## config.mk

```make
export PLATFORM = sky130hd
export DESIGN_NAME = queue
export DESIGN_NICKNAME = d
export VERILOG_FILES = /design/src/rtl/queue.sv
export SDC_FILE = /design/constraint.sdc
export NUM_CORES = 1
export LEC_CHECK = 0
export ABC_CLOCK_PERIOD_IN_PS = 2100
export BUFFER_PORTS_ARGS = -buffer_cell sky130_fd_sc_hd__buf_2
export CAP_MARGIN = 10
export CORE_MARGIN = 2
export CORE_UTILIZATION = 30
export CTS_CLUSTER_DIAMETER = 60
export DETAILED_ROUTE_END_ITERATION = 7
export GPL_ROUTABILITY_DRIVEN = 1
export PLACE_DENSITY_LB_ADDON = 0.12
export SLEW_MARGIN = 20
export SYNTH_ARGS = -nofsm -noshare
export SYNTH_HDL_FRONTEND = slang
export SYNTH_SLANG_ARGS = --single-unit
```

## constraint.sdc

```tcl
create_clock -name clk -period 2.1 [get_ports clk]
set_input_delay 0.42 -clock clk [delete_from_list [all_inputs] [get_ports clk]]
set_output_delay 0.42 -clock clk [all_outputs]
set_load 0.1 [all_outputs]
```

## src/rtl/queue.sv

```systemverilog
// queue: opcode-driven synchronous FIFO with registered head-of-line output and empty/full flags.
// Define QUEUE_COUNT_EN to expose the registered occupancy on output port count.
module queue #(
  parameter int WIDTH = 8,
  parameter int DEPTH = 8
) (
  input  logic             clk,
  input  logic             rst,
  input  logic [1:0]       operation,
  input  logic [WIDTH-1:0] in,
  output logic [WIDTH-1:0] out,
  output logic             empty,
  output logic             full
`ifdef QUEUE_COUNT_EN
  ,
  output logic [$clog2(DEPTH):0] count
`endif
);
  localparam int AW = $clog2(DEPTH);
  logic [WIDTH-1:0] mem [DEPTH];
  logic [AW-1:0]    head_q, head_d, tail_q, tail_d;
  logic [AW:0]      cnt_q, cnt_d;
  logic [WIDTH-1:0] out_q, out_d;
  logic             empty_q, empty_d, full_q, full_d;
  logic             do_enq, do_deq;
  // A dequeue frees a slot, so a combined op on a full queue may still enqueue.
  always_comb begin
    do_deq  = operation[1] & ~empty_q;
    do_enq  = operation[0] & (~full_q | do_deq);
    head_d  = do_deq ? head_q + AW'(1) : head_q;
    tail_d  = do_enq ? tail_q + AW'(1) : tail_q;
    cnt_d   = (do_enq & ~do_deq) ? cnt_q + (AW+1)'(1) :
              (do_deq & ~do_enq) ? cnt_q - (AW+1)'(1) : cnt_q;
    out_d   = do_deq ? mem[head_q] : out_q;
    empty_d = cnt_d == '0;
    full_d  = cnt_d == (AW+1)'(DEPTH);
  end
  always_ff @(posedge clk or negedge rst) begin
    if (!rst) begin
      head_q  <= '0;
      tail_q  <= '0;
      cnt_q   <= '0;
      out_q   <= '0;
      empty_q <= 1'b1;
      full_q  <= 1'b0;
    end else begin
      head_q  <= head_d;
      tail_q  <= tail_d;
      cnt_q   <= cnt_d;
      out_q   <= out_d;
      empty_q <= empty_d;
      full_q  <= full_d;
    end
  end
  always_ff @(posedge clk) begin
    if (do_enq) mem[tail_q] <= in;
  end
  assign out   = out_q;
  assign empty = empty_q;
  assign full  = full_q;
`ifdef QUEUE_COUNT_EN
  assign count = cnt_q;
`endif
endmodule

```

==> results.sh <==
export IMPL_n_fill_cell=1026
export IMPL_syn_to_final_growth_pct=16.2
export IMPL_cp_top_family="flip-flops"
export IMPL_end_kind="output port"
export IMPL_place_congestion=0.698
export IMPL_placed_area_sq_um=3710
export IMPL_netlist_instances=182
export IMPL_cp_required_ns=1.68
export IMPL_setup_tns_ns=0
export IMPL_ctsResizeCount=0
export IMPL_yosysUniqueCellTypes=29
export IMPL_cts_setup_buffers=0
export IMPL_avgSynthCellArea_sq_um=18.4
export IMPL_clock_latency_ns=0.35
export IMPL_vias=1630
export IMPL_gr_total_overflow=0
export IMPL_cap_violations=0
export IMPL_wl_um=6360
export IMPL_switching_share_pct=39.5
export IMPL_clockPowerShare_pct=18.9
export IMPL_ant_nets=0
export IMPL_vias_per_cell=4.45
export IMPL_ioPinCount=22
export IMPL_p_seq_share_pct=41.1
export IMPL_cp_arrival_ns=1.33
export IMPL_cts_buffers_inserted=9
export IMPL_initial_utilization_pct=30.8
export IMPL_fin_crit_sh_pct=83.5
export IMPL_ys_async_sr_fraction_pct=23.8
export IMPL_cts_root_buf="clkbuf_8"
export IMPL_drcViolationCount=0
export IMPL_core_sq_um=10900
export IMPL_dp_cells=351
export IMPL_path_cells="buf_2"
export IMPL_synthTopCellsByCount="edfxtp_1 (64), dfrtp_1 (19), nand2_1 (17), mux4_2 (16), mux2i_1 (10)"
export IMPL_synth_edff_count=64
export IMPL_insertedDiodeCount=0
export IMPL_synthDominantCellAreaShare_pct=57.3
export IMPL_fin_hold_ws_ns=0.0247
export IMPL_skew_ns=0.0108
export IMPL_die_h_um=110
export IMPL_ir_worst_vdd_v=0.000913
export IMPL_power_density_nw_per_um2=1510
export IMPL_ctsLongestPathBuffers=2
export IMPL_path_class="flip-flop to output port"
export IMPL_drtIter0Drc=91
export IMPL_port_buffers=21
export IMPL_die_w_um=110
export IMPL_intPower_mw=3.56
export IMPL_postLayoutCellArea_sq_um=3900
export IMPL_yosysTopAreaCell="edfxtp_1"
export IMPL_grt_antenna_before_repair=0
export IMPL_final_util_pct=35.8
export IMPL_layout_cells_non_filler=366
export IMPL_cpPeakStageDelay_ns=0.56
export IMPL_fmax_mhz=570
export IMPL_slew_headroom_pct=67.7
export IMPL_grt_max_degree=21
export IMPL_pwr_share_comb_pct=39.9
export IMPL_hold_class="primary input to async pin"
export IMPL_dr_pass1_iters=4
export IMPL_h_tree_depth=3
export IMPL_p_leak_nw=1.41
export IMPL_netlist_area_sq_um=3350
export IMPL_cts_sinks=84
export IMPL_cts_tree="built"
export IMPL_slowest_stage="dfstp_2"
export IMPL_setup_worst_path_start_class="flip-flop"
export IMPL_routedWlPerCell_um=17.4
export IMPL_dieArea_sq_um=12000
export IMPL_status="finished clean"
export IMPL_hold_buffers=0
export IMPL_rows=38
export IMPL_synth_seq_cells=84
export IMPL_final_layout_size_suffix_gt1_share_pct=35.8
export IMPL_period_needed_ns=1.75
export IMPL_slew_viol_final=0
export IMPL_grt_pass1_vias=1725
export IMPL_synthFlopType="edfxtp_1"
export IMPL_cp_num_buf_inv=1
export IMPL_grt_pass1_wl_um=10100
export IMPL_crit_fanout=3
export IMPL_dp_hpwl_um=4390
export IMPL_ys_warn_count=0
export IMPL_worst_slew_pin_slew_ns=0.485
export IMPL_ys_top_cells_by_area="edfxtp_1 (57%), dfrtp_1 (14%), mux4_2 (11%)"
export IMPL_clk_pin_slew_worst_paths_ns=0.08
export IMPL_rsz0062_at_grt="no"
export IMPL_nNetsFinal=238
export IMPL_p_sw_mw=2.32
export IMPL_synth_fp_nets=198
export IMPL_yosysMostFrequentCell="edfxtp_1"
export IMPL_grt_use_total_pct=12.0
export IMPL_setup_violations=0
export IMPL_ys_seq_area_share_pct=72.2
export IMPL_hold_violations=0
==> area by class of cell <==
cell class,instances,area [sq um],share of cell area [%]
Clock inverter,6,63.8,1.64
Inverter,3,11.3,0.289
Tap cell,140,175,4.49
Timing Repair Buffer,37,225,5.78
Multi-Input combinational cell,87,875,22.4
Clock buffer,9,124,3.18
Sequential cell,84,2420,62.2
==> sequential cells by signal, summed over array words and instances, names as in the netlist <==
name	count
mem	64
out	8
cnt_q	4
head_q	3
tail_q	3
empty	1
full	1
==> path summary, 6_finish.rpt <==
kind	from	end	slack, ns	cells after the start
max	empty$_DFF_PN1_	empty	0.35	1
min	rst	out[0]$_DFFE_PN0P_	0.02	1
max reg2reg	empty$_DFF_PN1_	mem[3][4]$_DFFE_PP_	0.39	5
min reg2reg	out[6]$_DFFE_PN0P_	out[6]$_DFFE_PN0P_	0.49	2
max in group asynchronous	rst	empty$_DFF_PN1_	1.72	1
min in group clk	in[7]	mem[7][7]$_DFFE_PP_	0.37	1
==> placed cells by master (no fill, tap or decap), types with 2 or more instances in the layout <==
| cell type | n |
|---|---|
| edfxtp_1 | 64 |
| buf_2 | 21 |
| dfrtp_1 | 19 |
| nand2_1 | 17 |
| mux4_2 | 16 |
| buf_4 | 16 |
| mux2i_1 | 10 |
| clkbuf_8 | 9 |
| o21ai_1 | 8 |
| nor2_1 | 6 |
| nand2b_1 | 5 |
| xnor2_1 | 5 |
| ha_1 | 4 |
| inv_1 | 2 |
| a21oi_1 | 2 |
| nor4_2 | 2 |
| nor3_2 | 2 |
| clkinvlp_4 | 2 |
| clkinv_2 | 2 |
==> layer usage <==
layer  up-vias  wire, um  part of all wire, %  track usage (%)
li1        770         -                    -                -
met1       832      3050                   48             15.6
met2        22      3050                   48             19.0
met3         6       190                  3.0             3.91
met4         0        68                  1.1             3.53
met5         -         0                    0                0
==> kinds of logic after synthesis <==
logic type / Yosys count / synth area share, %
simple gates: 36 / 5.78
compound gates: 13 / 2.39
fa+ha+maj: 4 / 1.49
flops: 84 / 72.2
buf+inv: 11 / 1.98
mux: 27 / 14.1
xor+xnor: 7 / 2.05
==> power groups by stage <==
| stage | Clock (mW) | Sequential (mW) | Combinational, mW |
|---|---|---|---|
| 2_1_floorplan | 0 | 3.09 | 1.22 |
| 5_1_grt | 1.23 | 2.47 | 2.56 |
| 6_report | 1.11 | 2.42 | 2.35 |
| 4_1_cts | 1.16 | 2.43 | 2.41 |
| 3_3_place_gp | 0 | 2.47 | 2.42 |
| 3_5_place_dp | 0 | 2.46 | 2.40 |
==> metrics by stage <==
stage | power [mW] | setup slack, ns
after floorplan | 4.31 | 0.0473
after global placement | 4.88 | 0.323
after detailed placement | 4.87 | 0.335
after CTS | 6.00 | 0.318
after global routing | 6.25 | 0.254
final | 5.88 | 0.346
Power figures use the tool's default switching activity.
